===== config.mk =====
export PLATFORM = sky130hd
export DESIGN_NAME = seq_mult4_ctrl_flat
export DESIGN_NICKNAME = d
export VERILOG_FILES = /design/src/rtl/seq_mult4_ctrl_pkg.sv /design/src/rtl/seq_mult4_ctrl_if.sv /design/src/rtl/seq_mult4_ctrl_add_nbit.sv /design/src/rtl/seq_mult4_ctrl.sv /design/src/flat_wrapper.sv
export SDC_FILE = /design/constraint.sdc
export NUM_CORES = 1
export LEC_CHECK = 0
export CORE_MARGIN = 1.5
export CORE_UTILIZATION = 50
export CTS_BUF_LIST = sky130_fd_sc_hd__clkbuf_4 sky130_fd_sc_hd__clkbuf_8
export CTS_CLUSTER_SIZE = 16
export DETAILED_ROUTE_END_ITERATION = 8
export DONT_BUFFER_PORTS = 1
export PLACE_DENSITY = 0.67
export SLEW_MARGIN = 40
export SYNTH_ARGS = -nofsm -noshare
export SYNTH_HDL_FRONTEND = slang
export SYNTH_SLANG_ARGS = --single-unit

===== constraint.sdc =====
create_clock -name Clk -period 2.8 [get_ports Clk]
set_input_delay 0.56 -clock Clk [delete_from_list [all_inputs] [get_ports Clk]]
set_output_delay 0.56 -clock Clk [all_outputs]
set_load 0.03 [all_outputs]

===== src/rtl/seq_mult4_ctrl_pkg.sv =====
// Shared definitions for the sequential shift-add multiplier.
package seq_mult4_ctrl_pkg;

  // Default operand width; the product is twice this wide.
  localparam int unsigned DefaultWidth = 4;

  // Controller states.
  typedef enum logic {
    StIdle = 1'b0,
    StRun  = 1'b1
  } state_e;

  // Step counter width: enough bits to count 0..width.
  function automatic int unsigned cnt_width(input int unsigned width);
    return $clog2(width + 1);
  endfunction

endpackage


===== src/rtl/seq_mult4_ctrl_if.sv =====
// Start/operand/result bundle between a requester and the multiplier.
interface seq_mult4_ctrl_if
  import seq_mult4_ctrl_pkg::*;
#(
  parameter int unsigned WIDTH = DefaultWidth
) ();

  logic               Start;
  logic [WIDTH-1:0]   A;
  logic [WIDTH-1:0]   B;
  logic               Busy;
  logic               Done;
  logic [2*WIDTH-1:0] Product;

  // Requester side.
  modport master (
    output Start,
    output A,
    output B,
    input  Busy,
    input  Done,
    input  Product
  );

  // Multiplier side.
  modport slave (
    input  Start,
    input  A,
    input  B,
    output Busy,
    output Done,
    output Product
  );

endinterface


===== src/rtl/seq_mult4_ctrl_add_nbit.sv =====
// Width-bit ripple-carry adder: half adder in bit 0, full adders above.
module add_nbit #(
  parameter int unsigned Width = 4
) (
  input  logic [Width-1:0] a_i,
  input  logic [Width-1:0] b_i,
  output logic [Width-1:0] sum_o,
  output logic             cout_o
);

  // carry[i] is the carry into bit i.
  logic [Width:1] carry;

  for (genvar i = 0; i < Width; i++) begin : g_cell
    if (i == 0) begin : g_ha
      assign sum_o[i]     = a_i[i] ^ b_i[i];
      assign carry[i + 1] = a_i[i] & b_i[i];
    end else begin : g_fa
      assign sum_o[i]     = a_i[i] ^ b_i[i] ^ carry[i];
      assign carry[i + 1] = (a_i[i] & b_i[i]) | (carry[i] & (a_i[i] ^ b_i[i]));
    end
  end

  assign cout_o = carry[Width];

endmodule


===== src/rtl/seq_mult4_ctrl.sv =====
// Sequential unsigned shift-add multiplier controller: one add/shift step per
// cycle, fixed latency of WIDTH cycles from Start acceptance to Done.
module seq_mult4_ctrl
  import seq_mult4_ctrl_pkg::*;
#(
  parameter int unsigned WIDTH = DefaultWidth
) (
  input logic            Clk,
  input logic            Rst_n,
  seq_mult4_ctrl_if.slave bus
);

  localparam int unsigned CntW = cnt_width(WIDTH);
  localparam int unsigned PW   = 2 * WIDTH;

  state_e            state_q, state_d;
  logic [CntW-1:0]   cnt_q, cnt_d;
  logic [WIDTH-1:0]  mcand_q, mcand_d;
  // acc = {high half (partial sum), low half (remaining multiplier bits)}
  logic [PW-1:0]     acc_q, acc_d;
  logic [PW-1:0]     product_q, product_d;
  logic              done_q, done_d;

  logic [WIDTH-1:0]  sum;
  logic              cout;
  logic [WIDTH:0]    hi_next;
  logic [PW-1:0]     acc_step;
  logic              last_step;

  add_nbit #(
    .Width(WIDTH)
  ) u_add (
    .a_i   (acc_q[PW-1:WIDTH]),
    .b_i   (mcand_q),
    .sum_o (sum),
    .cout_o(cout)
  );

  // One shift-add step: conditional add into the high half, then shift
  // {carry, high, low} right by one.
  always_comb begin
    hi_next = {1'b0, acc_q[PW-1:WIDTH]};
    if (acc_q[0]) begin
      hi_next = {cout, sum};
    end
    acc_step  = {hi_next, acc_q[WIDTH-1:1]};
    last_step = (cnt_q == CntW'(WIDTH - 1));
  end

  // Next-state and datapath load decisions.
  always_comb begin
    state_d   = state_q;
    cnt_d     = cnt_q;
    mcand_d   = mcand_q;
    acc_d     = acc_q;
    product_d = product_q;
    done_d    = 1'b0;
    case (state_q)
      StIdle: begin
        if (bus.Start) begin
          state_d = StRun;
          cnt_d   = '0;
          mcand_d = bus.A;
          acc_d   = {{WIDTH{1'b0}}, bus.B};
        end
      end
      StRun: begin
        acc_d = acc_step;
        cnt_d = cnt_q + CntW'(1);
        if (last_step) begin
          state_d   = StIdle;
          product_d = acc_step;
          done_d    = 1'b1;
        end
      end
      default: begin
        state_d = StIdle;
      end
    endcase
  end

  // FSM state register.
  always_ff @(posedge Clk) begin
    if (!Rst_n) begin
      state_q <= StIdle;
    end else begin
      state_q <= state_d;
    end
  end

  // Counter, operand, accumulator and result registers.
  always_ff @(posedge Clk) begin
    if (!Rst_n) begin
      cnt_q     <= '0;
      mcand_q   <= '0;
      acc_q     <= '0;
      product_q <= '0;
      done_q    <= 1'b0;
    end else begin
      cnt_q     <= cnt_d;
      mcand_q   <= mcand_d;
      acc_q     <= acc_d;
      product_q <= product_d;
      done_q    <= done_d;
    end
  end

  assign bus.Busy    = (state_q == StRun);
  assign bus.Done    = done_q;
  assign bus.Product = product_q;

endmodule


===== src/flat_wrapper.sv =====
// flat-port wrapper written by rule: the top's interface ports become plain ports
module seq_mult4_ctrl_flat import seq_mult4_ctrl_pkg::*;
#(
  parameter int unsigned WIDTH = DefaultWidth
)
  (Clk, Rst_n, bus_Start, bus_A, bus_B, bus_Busy, bus_Done, bus_Product);
  seq_mult4_ctrl_if #(.WIDTH(WIDTH)) bus_i ();
  input logic Clk;
  input logic Rst_n;
  input wire logic [$bits(bus_i.Start)-1:0] bus_Start;
  input wire logic [$bits(bus_i.A)-1:0] bus_A;
  input wire logic [$bits(bus_i.B)-1:0] bus_B;
  output wire logic [$bits(bus_i.Busy)-1:0] bus_Busy;
  output wire logic [$bits(bus_i.Done)-1:0] bus_Done;
  output wire logic [$bits(bus_i.Product)-1:0] bus_Product;
  assign bus_i.Start = bus_Start;
  assign bus_i.A = bus_A;
  assign bus_i.B = bus_B;
  assign bus_Busy = bus_i.Busy;
  assign bus_Done = bus_i.Done;
  assign bus_Product = bus_i.Product;
  seq_mult4_ctrl #(.WIDTH(WIDTH)) u_core (.Clk(Clk), .Rst_n(Rst_n), .bus(bus_i));
endmodule

======== Word level (Yosys, flattened, before mapping) ========
Index checks and enable logic that the tools add are counted.
word-level totals
  word-level logic and storage cells ...... 39
  register bits after elaboration ......... 25
operators by class
  reductions and logical operators ........ 3
  $add $sub $neg .......................... 1
  mux-type cells .......................... 9
  eq/ne operators ......................... 2
  bitwise operators ....................... 18
operators with widths
  kind                                            count
  one-hot mux 8 bit (2 select lines)              1
  2-to-1 mux 8 bit                                1
  AND 1 bit                                       7
  XOR 1 bit                                       7
  one-hot mux 3 bit (2 select lines)              1
  AND reduction 2 bit                             3
  2-to-1 mux 5 bit                                1
  adder 3 x 1 -> 3 bit (second input constant)    1
  == test 3 x 2 -> 1 bit (second input constant)  1
  2-to-1 mux 1 bit                                3
  2-to-1 mux 3 bit                                1
  OR 1 bit                                        3
  inequality test 2 bit (second input constant)   1
  one-hot mux 1 bit (2 select lines)              1
  inverter 1 bit                                  1

======== Longest topological paths before layout ========
Gate-level depths: netlist of run 1.
  depth after elaboration ................. 9
  mapped depth ............................ 8
  gate-level depth less buffers ........... 8

======== Cells and area by module ========
From an unflattened synthesis of run 1, not the netlist that was laid out.
second synthesis, totals
  cell total of the unflattened synthesis .. 109
  area, all modules ....................... 1097.3 µm²
by module, submodules not included
  module          area each (µm²)  cells an instance  seq. area each (µm²)  instances
  seq_mult4_ctrl  987.2            95                 500.5                 1
  add_nbit        110.1            14                 0.0                   1

======== Worst setup path after synthesis of run 1 ========
Ideal clock, no wire load.
  path type ............................... flip-flop to flip-flop
  from .................................... reg u_core.acc_q[4]
  to ...................................... reg u_core.acc_q[6]
  period minus slack after synthesis ...... 2.061 ns
  arrival time ............................ 1.934 ns
  path slack .............................. 0.739 ns
  stages on the path, launching flop included .. 9
  data required time ...................... 2.674 ns
  cells stage by stage .................... dfxtp_1 ha_1 inv_1 fa_1 fa_1 inv_1 fa_1 mux2i_1 o32ai_1
on the way
  longest elaborated chain between the ends .. 8
RTL lines
  element                             RTL line                       RTL
  start, declared                     seq_mult4_ctrl.sv:20           logic [PW-1:0] acc_q, acc_d;
  start signal, assigned              seq_mult4_ctrl.sv:96           acc_q <= '0;
  start signal, assigned              seq_mult4_ctrl.sv:102          acc_q <= acc_d;
  AND 1 bit                           seq_mult4_ctrl_add_nbit.sv:17  assign carry[i + 1] = a_i[i] & b_i[i];
  AND 1 bit                           seq_mult4_ctrl_add_nbit.sv:20  assign carry[i + 1] = (a_i[i] & b_i[i]) | (carry[i] & (a_i[i] ^ b_i[i]));
  OR 1 bit                            seq_mult4_ctrl_add_nbit.sv:20
  AND 1 bit                           seq_mult4_ctrl_add_nbit.sv:20
  OR 1 bit                            seq_mult4_ctrl_add_nbit.sv:20
  XOR 1 bit                           seq_mult4_ctrl_add_nbit.sv:19  assign sum_o[i] = a_i[i] ^ b_i[i] ^ carry[i];
  2-to-1 mux 5 bit                    seq_mult4_ctrl.sv:43           if (acc_q[0]) begin
  one-hot mux 8 bit (2 select lines)  seq_mult4_ctrl.sv:58           case (state_q)
No other way between the ends.
A chain may end at the register's enable or synchronous reset.

======== Final worst setup path of run 1 ========
Ends and elaborated chain as after synthesis.

==> results of run 1 <==
## layer usage
layer  GRT usage, %  wire length [µm]  up-vias
met5              0                 0        -
met4           5.56                25        0
met3           5.76                90        4
met2           29.3               922       17
met1           22.8               828      332
li1               -                 -      363
## final timing paths
check | depth (start not counted) | slack, ns | endpoint
worst max-delay path | 8 | 0.61 | u_core.acc_q[6]$_SDFFE_PN0P_
worst min-delay path | 1 | 0.35 | u_core.mcand_q[0]$_SDFFE_PN0P_
worst max register to register | 8 | 0.61 | u_core.acc_q[6]$_SDFFE_PN0P_
worst min register to register | 1 | 0.51 | u_core.bus.Product[1]$_SDFFE_PN0P_
## report_power, final
group | switching, mW | internal (mW) | leakage, nW
Sequential | 0.0127 | 0.368 | 0.204
Clock | 0.109 | 0.0546 | 0.0139
Combinational | 0.0268 | 0.0238 | 0.206
Total | 0.148 | 0.446 | 0.424
## state kept, by name (all words and copies together), names as in the netlist
register	count
u_core.acc_q	8
u_core.bus.Product	8
u_core.mcand_q	4
u_core.cnt_q	3
u_core.bus.Busy	1
u_core.bus.Done	1
## worst max-delay path, cell delays in order (launching register included)
cell     delay (ns)
dfxtp_1        0.38
ha_1           0.15
inv_1          0.05
fa_1           0.37
fa_1           0.36
inv_1          0.07
fa_1           0.40
mux2i_1        0.21
o32ai_1        0.10
## through the flow
stage / cells / hold WS [ns] / power (mW) / setup slack [ns] / cell area [µm²]
floorplan: 105 / 0.464 / 0.437 / 0.739 / 1100
global placement: 128 / 0.487 / 0.438 / 0.693 / 1100
detailed placement: 128 / 0.497 / 0.439 / 0.613 / 1100
CTS: 132 / 0.348 / 0.602 / 0.593 / 1130
global route: 132 / 0.327 / 0.626 / 0.503 / 1130
finish: 132 / 0.355 / 0.594 / 0.611 / 1130
## area by class of cell
cell class                 count  area, µm²  area share [%]
clock buffer                   3       22.5            2.00
sequential                    25        500            44.4
tap                           27       33.8            3.00
inverter                      10       41.3            3.67
multi-input combinational     65        513            45.6
clock inverter                 1       7.51           0.667
timing repair buffer           1       7.51           0.667
## synth_stat cells
cell / n / area, µm²
nor2b_1: 8 / 50.1
o21ai_1: 7 / 35.0
nor2_2: 1 / 6.26
ha_1: 3 / 37.5
nor3b_1: 2 / 15.0
nor2_1: 1 / 3.75
a21boi_4: 1 / 18.8
nand3_2: 1 / 10.0
buf_2: 2 / 10.0
mux2i_1: 11 / 110
a22o_1: 3 / 26.3
nand2_2: 1 / 6.26
a32o_2: 1 / 11.3
dfxtp_1: 25 / 500
nor3_1: 1 / 5.00
nand2b_1: 1 / 6.26
clkinv_2: 1 / 5.00
a31oi_1: 1 / 6.26
o21ai_0: 2 / 10.0
o21a_1: 1 / 7.51
nor2b_2: 1 / 8.76
inv_4: 1 / 6.26
a21oi_1: 4 / 20.0
fa_1: 3 / 60.1
o22ai_1: 1 / 6.26
inv_1: 8 / 30.0
o32ai_1: 3 / 26.3
buf_6: 3 / 33.8
nand2_1: 7 / 26.3
## logic make-up (layout without fill, tap and decap cells)
family | after synthesis | after routing
flip-flops | 25 | 25
AO/OA/AOI/OAI | 24 | 24
AND/OR/NAND/NOR | 24 | 24
buffers and inverters | 15 | 15
multiplexers | 11 | 11
adder cells (fa/ha/maj) | 6 | 6
==> flow_summary_export.csv, run 1 <==
group,metric,value,unit
run_status,status,"completed",
logic_synthesis,synth-simple-area-share,12.5,%
route,wire_per_inst,14.1,µm
clock_tree,cts.repair.resized,0,
power,peakVddDrop,0.000457,V
power,power_density,528,nW/µm²
logic_synthesis,synth-seq-area-share,45.6,%
route,drtIter0Drc,12,
route,postRouteAntennaNets,0,
grt,grt_max_degree,17,
die,start_util,54.3,%
grt,grt_overflow_total,0,
clock_tree,numCtsBuffers,3,
clock_tree,clk_pin_slew_worst_paths,0.14,ns
setup_path,start_kind,"flip-flop",
layout,layout.cells.most_common,"dfxtp_1",
setup_path,timing.rr.start,"u_core.acc_q[4]$_SDFFE_PN0P_",
logic_synthesis,synthesis.instances,105,
clock_tree,cts.sinks,25,
logic_synthesis,synth_xor_area_share,0,%
clock_tree,clk_latency,0.32,ns
layout,diodes,0,
die,die-area,2490,µm²
sta,tightest_slew,0.371,ns
die,num_io_pins,21,
route,drc,0,
setup_path,cp-startpoint,"u_core.acc_q[4]$_SDFFE_PN0P_",
die,num_rows,16,
sta,setup_viol,0,
power,p_leak,0.424,nW
clock_tree,h-tree-depth,1,
route,finalWirelength,1870,µm
setup_path,cp.required,3.02,ns
setup_path,crit_path_end_kind,"flip-flop",
grt,antenna_found_initial,0,
setup_path,critPathKind,"reg -> reg",
route,dr.pass1.iters,4,
layout,drive_above_1_share,12.4,%
die,die_h,49.9,µm
logic_synthesis,synthAdderAreaFrac,8.88,%
run,cap_violations,0,
layout,nets,123,
logic_synthesis,syn-cell-area,1100,µm²
layout,fin_util,55.7,%
sta,rsz0062_at_grt,"no",
logic_synthesis,muxShareOfSynthArea,10.0,%
sta,hold_violations,0,
sta,tns,0,ns
grt,grt.total_usage,18.1,%
die,die_w,49.9,µm
clock_tree,ctsHoldBuffers,0,
grt,grt_pass1_vias,720,
layout,syn2layout_area_growth,2.51,%
clock_tree,root_buffer,"clkbuf_4",
clock_tree,cts_setup_buffers,0,
setup_path,critPathMaxFanout,3,
logic_synthesis,synth_seq_cells,25,
route,vias,716,
layout,layout_common_cells,"dfxtp_1, mux2i_1, inv_1, nor2b_1",
die,coreArea,2020,µm²
clock_tree,cts_tree,"built",
clock_tree,cts.path.max_buffers,2,
route,viasPerCell,5.42,
logic_synthesis,ys_types,29,
sta,drv_slew,0,
logic_synthesis,synth_top_family_by_area,"compound AO/OA/AOI/OAI gates",
sta,fmax,457,MHz
worst_hold_path,hold_class,"in -> reg",
setup_path,cp_data_arrival_time,2.41,ns
logic_synthesis,ys_warn_count,0,
layout,n_fill_cell,187,
placed_design,place.port_buffers,0,
grt,grt_pass1_wl,3370,µm
worst_hold_path,min-delay-start,"Rst_n",
logic_synthesis,synth-compound-area-share,15.3,%
sta,clock-skew-final,0.00820,ns
sta,max_slew_margin,75.3,%
sta,min_period,2.19,ns
placed_design,gp_congestion,0.729,
logic_synthesis,syn_nets,122,
placed_design,place_hpwl,1430,µm
sta,period_share,78.2,%
logic_synthesis,avgSynthCellArea,10.5,µm²
Power figures use the tool's default switching activity.
==> run 2, diff against run 1 <==
PLACE_DENSITY = 0.7   (was 0.67)
clock period = 2 ns   (was 2.8 ns; I/O delays follow)
==> run 2 against run 1 <==
  * The run now ends with setup timing left
  * Die area unchanged
  * Critical path depth unchanged
  * Combinational power up 50%
  * Utilization up 2.1 points
  * Fmax up 7.2%
==> flow_summary_export.csv, run 2 (same netlist as run 1, synthesis figures left out) <==
group,metric,value,unit
run_status,status,"finished with violations",
run_status,violations,"setup timing",
power,p_comb_share,8.9,%
grt,grt_overflow_total,0,
layout,layout_common_cells,"dfxtp_1, mux2i_1, nor2b_1, nand2_1, o21ai_1",
run,cap_violations,0,
power,power_density,722,nW/µm²
setup_path,start_kind,"flip-flop",
power,clockPowerShare,27.8,%
grt,grt_pass1_wl,3220,µm
setup_path,critPathMaxFanout,2,
sta,drv_slew,0,
placed_design,dp.cells,130,
sta,clock-skew-final,0.0144,ns
die,die_w,49.9,µm
sta,setup_viol,2,
die,num_rows,16,
sta,timing.final.ws_setup,-0.0422,ns
setup_path,r2r-end,"u_core.acc_q[6]$_SDFFE_PN0P_",
placed_design,place_hpwl,1340,µm
sta,max_slew_margin,73.5,%
layout,fin_util,57.8,%
grt,grt_pass1_vias,715,
setup_path,cp_data_arrival_time,2.26,ns
clock_tree,h-tree-depth,1,
power,peakVddDrop,0.000426,V
layout,fin_cells,135,
clock_tree,cts.path.max_buffers,2,
layout,diodes,0,
setup_path,ff2ff_path_depth,8,
power,totalPowerFinal,0.844,mW
power,p_sw,0.215,mW
worst_hold_path,hold_class,"in -> reg",
clock_tree,ctsHoldBuffers,0,
route,drc,0,
clock_tree,numCtsBuffers,3,
layout,layout.cells.most_common,"dfxtp_1",
die,coreArea,2020,µm²
power,netSwitchingFraction,25.5,%
clock_tree,cts_tree,"built",
clock_tree,root_buffer,"clkbuf_4",
clock_tree,clk_latency,0.33,ns
route,finalWirelength,1840,µm
sta,period_share,102,%
grt,antenna_found_initial,0,
power,intPower,0.629,mW
setup_path,crit_end,"u_core.acc_q[6]$_SDFFE_PN0P_",
layout,syn2layout_area_growth,6.38,%
power,p_leak,0.438,nW
route,viasPerCell,5.21,
sta,rsz0062_at_grt,"yes",
die,die_h,49.9,µm
setup_path,cp.required,2.22,ns
placed_design,place.port_buffers,0,
sta,hold_violations,0,
sta,min_period,2.04,ns
placed_design,gp_congestion,0.771,
sta,hold_ws,0.172,ns
setup_path,critPathKind,"reg -> reg",
layout,n_fill_cell,185,
route,wire_per_inst,13.7,µm
setup_path,rrSetupSlack,-0.04,ns
sta,fmax,490,MHz
route,postRouteAntennaNets,0,
die,die-area,2490,µm²
route,drtIter0Drc,8,
setup_path,cp-startpoint,"u_core.acc_q[4]$_SDFFE_PN0P_",
route,dr.pass1.iters,4,
grt,grt.total_usage,17.1,%
layout,drive_above_1_share,21.3,%
sta,tightest_slew,0.397,ns
grt,grt_max_degree,17,
die,start_util,54.3,%
clock_tree,clk_pin_slew_worst_paths,0.14,ns
setup_path,timing.rr.start,"u_core.acc_q[4]$_SDFFE_PN0P_",
layout,nets,126,
die,num_io_pins,21,
route,vias,703,
clock_tree,cts.sinks,25,
setup_path,crit_path_end_kind,"flip-flop",
power,pwr-share-seq,63.2,%
[run 2: worst min path at each step]
stage                                      start                                  to  slack [ns]  depth (start not counted)
global route                               Rst_n        u_core.cnt_q[2]$_SDFFE_PN0P_        0.15                          1
detailed placement  u_core.acc_q[1]$_SDFFE_PN0P_  u_core.bus.Product[0]$_SDFFE_PN0P_        0.49                          1
CTS                                        Rst_n        u_core.cnt_q[2]$_SDFFE_PN0P_        0.16                          1
floorplan           u_core.acc_q[4]$_SDFFE_PN0P_        u_core.acc_q[4]$_SDFFE_PN0P_        0.46                          2
finish                                     Rst_n        u_core.cnt_q[2]$_SDFFE_PN0P_        0.17                          1
global placement    u_core.acc_q[1]$_SDFFE_PN0P_  u_core.bus.Product[0]$_SDFFE_PN0P_        0.48                          1
[run 2: power groups by stage]
stage | Clock (mW) | Sequential, mW | Combinational (mW)
3_5_place_dp | 0 | 0.544 | 0.0738
5_1_grt | 0.262 | 0.538 | 0.0863
4_1_cts | 0.244 | 0.534 | 0.0760
3_3_place_gp | 0 | 0.543 | 0.0721
2_1_floorplan | 0 | 0.539 | 0.0730
6_report | 0.235 | 0.534 | 0.0755
[run 2: layer usage]
metal / part of all wire, % / vias up / global-route usage [%]
met5: 0 / - / 0
met4: 1.7 / 0 / 8.33
met3: 4.6 / 3 / 3.94
met2: 46 / 15 / 25.1
met1: 48 / 319 / 23.5
li1: - / 366 / -
[run 2: repair_timing]
action | CTS | global route
setup endpoints to repair | 2 | 2
setup buffers | 1 | 0
gates cloned | 0 | 0
pin swaps | 2 | 1
resized for setup | 5 | 0
[run 2: final cells by class]
class	count	area, µm²	share of cell area (%)
Timing Repair Buffer	4	30.0	2.57
Clock inverter	1	7.51	0.642
Inverter	10	41.3	3.53
Clock buffer	3	22.5	1.93
Multi-Input combinational cell	65	531	45.4
Tap cell	27	33.8	2.89
Sequential cell	25	503	43.0
[run 2: worst max-delay path, cell delays in order (launching register included)]
cell     delay [ns]
dfxtp_2        0.37
ha_4           0.13
inv_2          0.03
fa_2           0.33
fa_2           0.34
inv_2          0.06
fa_1           0.39
mux2i_1        0.19
o32ai_1        0.09
[run 2: through the flow]
step / setup slack [ns] / instance area [µm²] / TNS, ns
2_1_floorplan: 0.0176 / 1100 / 0
3_3_place_gp: -0.0139 / 1120 / -0.0139
3_5_place_dp: -0.0778 / 1120 / -0.124
4_1_cts: -0.0623 / 1170 / -0.0832
5_1_grt: -0.127 / 1170 / -0.236
6_report: -0.0422 / 1170 / -0.0601
==> run 3, diff against run 2 <==
ABC_AREA = 1   (was unset)
CTS_BUF_LIST = unset   (was sky130_fd_sc_hd__clkbuf_4 sky130_fd_sc_hd__clkbuf_8)
==> run 3 against run 2 <==
  * Largest power group unchanged
  * Sequential power about the same
  * Fmax down 0.12%
  * Area after synthesis down 0.46%
  * Register-to-register slack about the same
  * Clock power down 3%
  * Critical path type unchanged
  * The run still ends with setup timing left
  * Final area down 0.86%
  * Count of clock-buffer cells in the layout unchanged
  * Clock skew down 0.0053 ns
  * Setup slack worse by 0.0025 ns
==> flow_summary_export.csv, run 3 <==
group,metric,value,unit
setup_path,cp_data_arrival_time,2.27,ns
die,coreArea,2000,µm²
logic_synthesis,synth_top_area_cell,"dfxtp_1",
worst_hold_path,hold_class,"in -> reg",
route,postRouteAntennaNets,0,
grt,grt_max_degree,19,
clock_tree,numCtsBuffers,3,
logic_synthesis,ys_types,16,
setup_path,worst-path-buf-inv,2,
power,p_leak,0.504,nW
sta,period_share,102,%
setup_path,critPathMaxFanout,2,
sta,min_period,2.04,ns
layout,drive_above_1_share,12.4,%
setup_path,path_cells,"ha_4, inv_2, fa_2, fa_2, inv_2, fa_1, nand2_1, nand2_2, nand2_1, a21oi_1",
route,drc,0,
grt,antenna_found_initial,0,
grt,grt_pass1_vias,824,
sta,rsz0062_at_grt,"yes",
setup_path,timing.rr.start,"u_core.acc_q[4]$_SDFFE_PN0P_",
sta,setup_viol,2,
setup_path,cp_slowest_cell,"fa_1",
route,viasPerCell,5.16,
placed_design,gp_congestion,0.767,
route,wire_per_inst,11.8,µm
die,die-area,2480,µm²
logic_synthesis,async_flop_share,0,%
setup_path,start_kind,"flip-flop",
sta,tightest_slew,0.539,ns
route,finalWirelength,2030,µm
logic_synthesis,synthesis.instances,144,
sta,max_slew_margin,64.0,%
logic_synthesis,ys_warn_count,0,
setup_path,critPathKind,"reg -> reg",
clock_tree,clk_latency,0.32,ns
placed_design,place.port_buffers,0,
power,power_density,715,nW/µm²
sta,drv_slew,0,
logic_synthesis,synth-seq-area-share,45.8,%
setup_path,path_delay_family,"adder cells",
setup_path,crit_path_max_incr_delay,0.39,ns
power,intPower,0.615,mW
clock_tree,cts.sinks,25,
die,num_io_pins,21,
layout,nets,163,
placed_design,place_hpwl,1480,µm
logic_synthesis,netlist.area_leader.share,45.8,%
worst_hold_path,min-delay-start,"Rst_n",
layout,syn2layout_area_growth,5.95,%
layout,n_fill_cell,205,
logic_synthesis,yosys.cell_count.top_type,"nand2_1",
setup_path,rrSetupSlack,-0.04,ns
die,die_w,49.8,µm
logic_synthesis,syn_nets,161,
sta,fmax,489,MHz
die,start_util,54.6,%
route,vias,887,
grt,grt_overflow_total,0,
clock_tree,root_buffer,"clkbuf_4",
setup_path,cp.required,2.22,ns
logic_synthesis,syn-cell-area,1090,µm²
clock_tree,cts_tree,"built",
clock_tree,cts.path.max_buffers,2,
clock_tree,ctsHoldBuffers,0,
setup_path,cp-startpoint,"u_core.acc_q[4]$_SDFFE_PN0P_",
die,die_h,49.8,µm
power,netSwitchingFraction,25.7,%
layout,fin_util,57.9,%
logic_synthesis,yosys-top-cells-count,"nand2_1, dfxtp_1, inv_1, nand3_1, a21oi_1",
layout,layout.cells.most_common,"nand2_1",
power,peakVddDrop,0.000328,V
sta,timing.final.ws_setup,-0.0447,ns
layout,diodes,0,
grt,grt.total_usage,18.1,%
run_status,violations,"setup timing",
setup_path,crit_path_end_kind,"flip-flop",
power,clockPowerShare,27.5,%
layout,layout_common_cells,"nand2_1, dfxtp_1, nand3_1, inv_1, a21oi_1",
sta,hold_ws,0.167,ns
route,drtIter0Drc,11,
die,num_rows,16,
sta,clock-skew-final,0.00910,ns
clock_tree,clk_pin_slew_worst_paths,0.14,ns
power,p_comb_share,8.2,%
logic_synthesis,ys.flop_type,"dfxtp_1",
logic_synthesis,synthTopCellsByArea,"dfxtp_1, nand2_1, nand3_1, inv_1, fa_1",
route,dr.pass1.iters,4,
logic_synthesis,synth_edf_count,0,
logic_synthesis,avgSynthCellArea,7.59,µm²
power,totalPowerFinal,0.828,mW
power,pwr-share-seq,64.3,%
logic_synthesis,synth_seq_cells,25,
clock_tree,h-tree-depth,1,
grt,grt_pass1_wl,3450,µm
run,cap_violations,0,
power,p_sw,0.213,mW
run_status,status,"finished with violations",
sta,hold_violations,0,
-- run 3: cell count changes in the layout (fill, tap and decap cells not counted), moves of 6 or more --
cell	change
a21oi_1	+6
nand2_1	+36
nor2b_1	-8
o21ai_1	-7
inv_1	+9
nand3_1	+17
o21ai_0	+6
nor2_1	+6
mux2i_1	-11
-- run 3: path summary, 6_finish.rpt --
path	endpoint	cells after the start
hold reg to reg	u_core.acc_q[5]$_SDFFE_PN0P_	2
hold / removal	u_core.acc_q[2]$_SDFFE_PN0P_	2
setup reg to reg	u_core.acc_q[6]$_SDFFE_PN0P_	10
setup / recovery	u_core.acc_q[6]$_SDFFE_PN0P_	10
-- run 3: power groups by stage --
stage	registers (mW)	clock network [mW]	logic, mW
6_report	0.532	0.228	0.0678
4_1_cts	0.532	0.239	0.0684
5_1_grt	0.535	0.259	0.0805
3_5_place_dp	0.542	0	0.0667
3_3_place_gp	0.541	0	0.0644
2_1_floorplan	0.536	0	0.0640
-- run 3: kinds of logic after synthesis --
family	share of synthesized area (%)
flops	45.8
fa+ha+maj	8.93
buf+inv	9.50
simple gates	27.6
compound gates	8.24
-- run 3: cell type report --
cell class	count	area, µm²	area share, %
Clock inverter	1	7.51	0.648
Tap cell	27	33.8	2.92
Inverter	18	67.6	5.83
Clock buffer	3	22.5	1.94
Timing Repair Buffer	2	15.0	1.30
Sequential cell	25	503	43.4
Multi-Input combinational cell	96	509	44.0
-- run 3: worst reg2reg max path, stage by stage (launching register included) --
cell	delay (ns)
dfxtp_2	0.38
ha_4	0.14
inv_2	0.03
fa_2	0.34
fa_2	0.35
inv_2	0.06
fa_1	0.39
nand2_1	0.09
nand2_2	0.06
nand2_1	0.05
a21oi_1	0.06
-- run 3: metal layers --
metal  vias to the layer above  part of all wire (%)  wire length (µm)  global-route usage [%]
li1                        450                     -                 -                       -
met1                       412                    45               925                    21.2
met2                        22                    48               967                    31.6
met3                         3                   5.6               113                    3.33
met4                         0                   1.3                27                    8.33
met5                         -                     0                 0                       0
-- run 3: through the flow --
step	TNS [ns]	cell area [µm²]	cells	setup slack [ns]
after global routing	-0.214	1160	172	-0.133
after CTS	-0.0389	1160	172	-0.0389
after global placement	-0.0255	1110	168	-0.0255
final	-0.0482	1160	172	-0.0447
after floorplan	0	1100	144	0.0128
after detailed placement	-0.183	1110	168	-0.114
-- run 3: timing repair --
action,4_1_cts,5_1_grt
buffers inserted,0,0
gates cloned,0,0
endpoints found under the setup margin,2,2
gates resized for setup,7,1
